**config.mk**
```make
export PLATFORM = sky130hd
export DESIGN_NAME = mem_ctrl
export DESIGN_NICKNAME = d
export VERILOG_FILES = /design/src/rtl/mem_ctrl_pkg.sv /design/src/rtl/mem_ctrl_byte_lane.sv /design/src/rtl/mem_ctrl.sv
export SDC_FILE = /design/constraint.sdc
export NUM_CORES = 1
export LEC_CHECK = 0
export ABC_AREA = 1
export CORE_UTILIZATION = 55
export DETAILED_ROUTE_END_ITERATION = 16
export GPL_TIMING_DRIVEN = 0
export PLACE_DENSITY = 0.86
export SYNTH_ARGS = -nofsm -noshare
export SYNTH_HDL_FRONTEND = slang
export SYNTH_SLANG_ARGS = --single-unit
```
**constraint.sdc**
```tcl
create_clock -name clk -period 6.3 [get_ports clk]
set_input_delay 0.63 -clock clk [delete_from_list [all_inputs] [get_ports clk]]
set_output_delay 0.63 -clock clk [all_outputs]
set_load 0.01 [all_outputs]
```
**src/rtl/mem_ctrl_pkg.sv**
```systemverilog
// Shared constants and state type for the word/byte memory controller.
// Imported by mem_ctrl and its byte_lane helper.
package mem_ctrl_pkg;

    localparam int NBITS = 32;
    localparam int BYTE  = 8;

    typedef enum logic [1:0] {
        IDLE  = 2'd0,
        RD    = 2'd1,
        WR    = 2'd2,
        FETCH = 2'd3
    } mem_state_t;

endpackage

```
**src/rtl/mem_ctrl_byte_lane.sv**
```systemverilog
// Combinational byte select/insert for the lane addressed by cnt.
// Lane order follows BIG_ENDIAN (cnt 0 is the MSB byte when set).
module byte_lane
    import mem_ctrl_pkg::*;
#(
    parameter bit BIG_ENDIAN = 1'b1
) (
    input  logic [NBITS-1:0] word_i,
    input  logic [BYTE-1:0]  byte_i,
    input  logic [1:0]       cnt_i,
    output logic [BYTE-1:0]  sel_o,
    output logic [NBITS-1:0] ins_o
);

    logic [1:0] lane;
    int         lsb;

    assign lane = BIG_ENDIAN ? ~cnt_i : cnt_i;
    assign lsb  = int'(lane) * BYTE;

    always_comb begin
        sel_o = word_i[lsb +: BYTE];
        ins_o = word_i;
        ins_o[lsb +: BYTE] = byte_i;
    end

endmodule

```
**src/rtl/mem_ctrl.sv**
```systemverilog
// Sequences word reads/writes and byte fetches over a byte-wide
// synchronous memory port, one byte per cycle.
module mem_ctrl
    import mem_ctrl_pkg::*;
#(
    parameter bit BIG_ENDIAN = 1'b1
) (
    input  logic             clk,
    input  logic             reset,
    input  logic             rd_req,
    input  logic             wr_req,
    input  logic             fetch_req,
    input  logic [NBITS-1:0] mar,
    input  logic [NBITS-1:0] mdr_in,
    input  logic [NBITS-1:0] pc,
    output logic [NBITS-1:0] mdr_out,
    output logic             mdr_valid,
    output logic [BYTE-1:0]  mbr_out,
    output logic             mbr_valid,
    output logic             busy,
    output logic [NBITS-1:0] mem_addr,
    output logic [BYTE-1:0]  mem_out,
    output logic             we,
    input  logic [BYTE-1:0]  mem_in
);

    mem_state_t       state_q, state_d;
    logic [1:0]       cnt_q, cnt_d;
    logic             issue_q, issue_d;
    logic             cap_q, cap_d;
    logic             fpend_q, fpend_d;
    logic [NBITS-3:0] mar_q, mar_d;
    logic [NBITS-1:0] mdr_q, mdr_d;
    logic [NBITS-1:0] pc_q, pc_d;
    logic [NBITS-1:0] rd_data_q, rd_data_d;
    logic [NBITS-1:0] mdr_out_q, mdr_out_d;
    logic             mdr_valid_q, mdr_valid_d;
    logic [BYTE-1:0]  mbr_out_q, mbr_out_d;
    logic             mbr_valid_q, mbr_valid_d;

    logic [1:0]       lane_cnt;
    logic [NBITS-1:0] lane_word;
    logic [BYTE-1:0]  lane_sel;
    logic [NBITS-1:0] lane_ins;
    logic             unused_mar;

    // Top two word-address bits fall off the byte address.
    assign unused_mar = ^mar[NBITS-1:NBITS-2];

    // Read data for byte cnt-1 arrives while address cnt is on the bus.
    assign lane_cnt  = (state_q == WR) ? cnt_q : cnt_q - 2'd1;
    assign lane_word = (state_q == WR) ? mdr_q : rd_data_q;

    byte_lane #(
        .BIG_ENDIAN(BIG_ENDIAN)
    ) u_lane (
        .word_i(lane_word),
        .byte_i(mem_in),
        .cnt_i (lane_cnt),
        .sel_o (lane_sel),
        .ins_o (lane_ins)
    );

    always_comb begin
        state_d     = state_q;
        cnt_d       = cnt_q;
        issue_d     = issue_q;
        cap_d       = 1'b0;
        fpend_d     = fpend_q;
        mar_d       = mar_q;
        mdr_d       = mdr_q;
        pc_d        = pc_q;
        rd_data_d   = rd_data_q;
        mdr_out_d   = mdr_out_q;
        mdr_valid_d = 1'b0;
        mbr_out_d   = mbr_out_q;
        mbr_valid_d = 1'b0;

        unique case (state_q)
            IDLE: begin
                if (wr_req || rd_req) begin
                    state_d = wr_req ? WR : RD;
                    issue_d = !wr_req;
                    cnt_d   = 2'd0;
                    mar_d   = mar[NBITS-3:0];
                    mdr_d   = mdr_in;
                    if (fetch_req && !fpend_q) begin
                        fpend_d = 1'b1;
                        pc_d    = pc;
                    end
                end else if (fetch_req || fpend_q) begin
                    state_d = FETCH;
                    cnt_d   = 2'd0;
                    fpend_d = 1'b0;
                    if (!fpend_q) pc_d = pc;
                end
            end
            RD: begin
                cap_d = issue_q;
                if (issue_q) begin
                    cnt_d = cnt_q + 2'd1;
                    if (cnt_q == 2'd3) issue_d = 1'b0;
                end
                if (cap_q) begin
                    rd_data_d = lane_ins;
                    if (!issue_q) begin
                        mdr_out_d   = lane_ins;
                        mdr_valid_d = 1'b1;
                        state_d     = IDLE;
                    end
                end
            end
            WR: begin
                cnt_d = cnt_q + 2'd1;
                if (cnt_q == 2'd3) state_d = IDLE;
            end
            FETCH: begin
                cnt_d = cnt_q + 2'd1;
                if (cnt_q == 2'd1) begin
                    mbr_out_d   = mem_in;
                    mbr_valid_d = 1'b1;
                    state_d     = IDLE;
                end
            end
            default: state_d = IDLE;
        endcase

        if (state_q != IDLE && fetch_req && !fpend_q) begin
            fpend_d = 1'b1;
            pc_d    = pc;
        end
    end

    always_ff @(posedge clk or negedge reset) begin
        if (!reset) begin
            state_q     <= IDLE;
            cnt_q       <= 2'd0;
            issue_q     <= 1'b0;
            cap_q       <= 1'b0;
            fpend_q     <= 1'b0;
            mar_q       <= '0;
            mdr_q       <= '0;
            pc_q        <= '0;
            rd_data_q   <= '0;
            mdr_out_q   <= '0;
            mdr_valid_q <= 1'b0;
            mbr_out_q   <= '0;
            mbr_valid_q <= 1'b0;
        end else begin
            state_q     <= state_d;
            cnt_q       <= cnt_d;
            issue_q     <= issue_d;
            cap_q       <= cap_d;
            fpend_q     <= fpend_d;
            mar_q       <= mar_d;
            mdr_q       <= mdr_d;
            pc_q        <= pc_d;
            rd_data_q   <= rd_data_d;
            mdr_out_q   <= mdr_out_d;
            mdr_valid_q <= mdr_valid_d;
            mbr_out_q   <= mbr_out_d;
            mbr_valid_q <= mbr_valid_d;
        end
    end

    always_comb begin
        mem_addr = '0;
        mem_out  = '0;
        we       = 1'b0;
        unique case (state_q)
            RD:    if (issue_q) mem_addr = {mar_q, cnt_q};
            WR: begin
                mem_addr = {mar_q, cnt_q};
                mem_out  = lane_sel;
                we       = 1'b1;
            end
            FETCH: if (cnt_q == 2'd0) mem_addr = pc_q;
            default: ;
        endcase
    end

    assign busy      = (state_q != IDLE);
    assign mdr_out   = mdr_out_q;
    assign mdr_valid = mdr_valid_q;
    assign mbr_out   = mbr_out_q;
    assign mbr_valid = mbr_valid_q;

endmodule
```
==> impl_metrics.env <==
export IMPL_maxSlewHeadroom=0.581
export IMPL_drv_slew=0
export IMPL_critical_path_max_stage_delay_ns=0.56
export IMPL_use_met1=0.404
export IMPL_postCtsSetupBuffers=0
export IMPL_cts_root_buf="clkbuf_16"
export IMPL_reg2reg_slack_ns=2.92
export IMPL_cts_tree="yes"
export IMPL_area_delta_synth_final_pct=32.2
export IMPL_fp_dieW_um=128
export IMPL_peakVddDrop_mv=0.307
export IMPL_gp_congestion=0.930
export IMPL_dieArea_um2=16300
export IMPL_tightest_slew_ns=0.628
export IMPL_rows=45
export IMPL_finalWirelength_um=25000
export IMPL_dp_hpwl_um=18500
export IMPL_final_hold_viol_count=0
export IMPL_netlist_area_um2=8690
export IMPL_critPathKind="flip-flop to output pin"
export IMPL_ff2ff_path_depth=16
export IMPL_crit_slowest_cell="clkdlybuf4s50_1"
export IMPL_first_pass_iters=7
export IMPL_ant_nets=0
export IMPL_final_nets=1318
export IMPL_grt_most_used_layer="met2"
export IMPL_antenna_cells=0
export IMPL_r2r_start="state_q[1]"
export IMPL_num_io_pins=193
export IMPL_port_buffers=190
export IMPL_p_per_area_nw_per_um2=561
export IMPL_wire_per_inst_um=17.5
export IMPL_ys_warn_count=0
export IMPL_fin_crit_sh=0.627
export IMPL_max_freq_mhz=253
export IMPL_start_util=0.567
export IMPL_antenna_found_initial=0
export IMPL_cts_sinks=175
export IMPL_met2_usage=0.528
export IMPL_syn_inst=992
export IMPL_cts_buffers=17
export IMPL_grt_overflow_total=0
export IMPL_drive_gt1_frac=0.141
export IMPL_timing_final_crit_period_ns=3.95
export IMPL_crit_path_max_fanout=11
export IMPL_postSynthAreaPerCell_um2=8.76
export IMPL_h_tree_depth=4
export IMPL_drc=0
export IMPL_viasPerCell=5.38
export IMPL_ys_types=28
export IMPL_synth_nets=1108
export IMPL_total_power_mw=6.45
export IMPL_holdCritPathClass="input port to asynchronous set/reset pin"
export IMPL_vias=7675
export IMPL_timing_rr_end="rd_data_q[17]"
export IMPL_core_region_area_um2=15300
export IMPL_cp_required_ns=5.67
export IMPL_clk_path_buf_depth=2
export IMPL_ys_ff_latch=175
export IMPL_grt_max_degree=123
export IMPL_cts_resized_gates=0
export IMPL_tns_ns=0
export IMPL_grt_pass1_wl_um=39500
export IMPL_drt_iter0_markers=695
export IMPL_first_global_vias=7475
export IMPL_die_h_um=128
export IMPL_critPathCaptureType="output pin"
export IMPL_seq_area_frac_synth=0.504
export IMPL_setup_violations=0
export IMPL_run_status="finished clean"
export IMPL_cts_clk_slew_worst_paths_ns=0.06
export IMPL_cp_start_kind="flip-flop"
export IMPL_crit_chain="buf_6 > inv_2 > nor2_4 > buf_4 > ha_1 > buf_4 > inv_2 > buf_2 > nand3_1 > nand3_1 > nand2_1 > nor2_1 > clkdlybuf4s50_1"
export IMPL_worstPathArrival_ns=3.32
export IMPL_rsz0062_at_grt="no"
export IMPL_cts_hold_buf=0
export IMPL_power_leakage_nw=5.59
export IMPL_clock_latency_ns=0.43
export IMPL_fillers=1103
export IMPL_cap_violations=0
export IMPL_skew_ns=0.00695
export IMPL_grt_usage=0.321
export IMPL_grtUsageMet3=0.0964
how the worst max path moves through the flow:
stage	startpoint	to	slack, ns	cells past startpoint
2_1_floorplan	state_q[1]	mdr_out[31]	3.57	17
3_3_place_gp	reset	mar_q[15]	-2.49	1
3_5_place_dp	state_q[1]	mem_out[2]	2.83	13
4_1_cts	state_q[1]	mem_out[2]	2.36	13
5_1_grt	state_q[1]	mem_out[3]	2.23	13
6_report	state_q[1]	mem_out[2]	2.35	13
cell type report:
type / instances / area, µm² / area share
sequential: 175 / 4380 / 0.381
multi-input combinational: 676 / 3590 / 0.313
timing repair buffer: 191 / 1930 / 0.168
clock buffer: 22 / 464 / 0.0404
buffer: 52 / 383 / 0.0333
inverter: 89 / 337 / 0.0293
tap: 211 / 264 / 0.0230
clock inverter: 10 / 135 / 0.0118
placed cells by master, fill, tap and decap left out, drive strengths merged:
master / instances
and2: 7
a22o: 30
clkinv: 6
nand3: 103
buf: 50
o21ai: 26
dfrtp: 175
clkbuf: 26
nor3: 8
nor2: 67
inv: 89
mux2: 70
bufinv: 3
a21oi: 28
clkdlybuf4s50: 189
o22ai: 1
nand2: 329
clkinvlp: 1
ha: 7
critical path: cells and delay by family, from the launching register on:
kind,cells,cell delay (ns)
buffers and inverters,7,1.61
and+or+nand+nor,5,0.65
DFF,1,0.34
adders and majority gates,1,0.28
metrics by stage:
step / instance area, µm² / utilization / std cells / setup slack [ns] / hold WS [ns]
floorplan: 8690 / - / 992 / 3.57 / 0.334
global placement: 10900 / 0.709 / 1393 / -2.49 / 0.461
detailed placement: 10900 / 0.711 / 1394 / 2.83 / 0.464
CTS: 11500 / 0.750 / 1426 / 2.36 / 0.120
global route: 11500 / 0.750 / 1426 / 2.23 / 0.136
finish: 11500 / 0.750 / 1426 / 2.35 / 0.102
routing by layer:
metal  part of all wire  wire [µm]
met1               0.41      10200
met2               0.48      11900
met3              0.095       2370
met4              0.023        570
met5                  0          0
registers in the layout, indices dropped and copies added, names as in the netlist:
name       count
mdr_out       32
pc_q          32
mbr_valid      1
mar_q         30
mbr_out        8
cnt_q          2
rd_data_q     32
mdr_valid      1
fpend_q        1
mdr_q         32
issue_q        1
cap_q          1
state_q        2
cells by family (layout without fill, tap and decap cells):
| family | after synthesis | after routing | share of synthesized area |
|---|---|---|---|
| AOI/OAI and AO/OA | 85 | 85 | 0.0621 |
| buffers and inverters | 141 | 364 | 0.0828 |
| DFF | 175 | 175 | 0.504 |
| and+or+nand+nor | 514 | 514 | 0.251 |
| muxes | 70 | 70 | 0.0907 |
| adders and majority gates | 7 | 7 | 0.0101 |
synthesized netlist by cell type:
master      n  share of area
buf_6      16          0.021
ha_1        7          0.010
a21oi_1    28          0.016
nor2_1     60          0.026
clkbuf_1    4         0.0017
a22o_1     30          0.030
nor3_2      1         0.0012
and2_1      7         0.0050
clkinv_1    1        0.00043
nor2_2      3         0.0022
mux2_2     70          0.091
nor2_4      3         0.0039
nand3_1   102          0.059
buf_2      21          0.012
nand2_2     5         0.0036
o22ai_1     1        0.00072
inv_2       4         0.0017
nand2_1   321           0.14
nand3_2     1         0.0012
nand2_4     3         0.0039
inv_4       1        0.00072
o21ai_1    10         0.0058
nor3_1      7         0.0040
o21ai_0    16         0.0092
buf_4      11         0.0095
nor2_8      1         0.0023
dfrtp_1   175           0.50
inv_1      83          0.036
where the power goes:
group	leakage (nW)	switching (mW)	total (mW)	internal (mW)
Sequential	1.97	0.276	1.93	1.66
Combinational	3.33	1.96	3.44	1.49
Clock	0.294	0.428	1.07	0.644
Total	5.59	2.66	6.45	3.79
No activity file was read; power rests on OpenSTA's default activity.
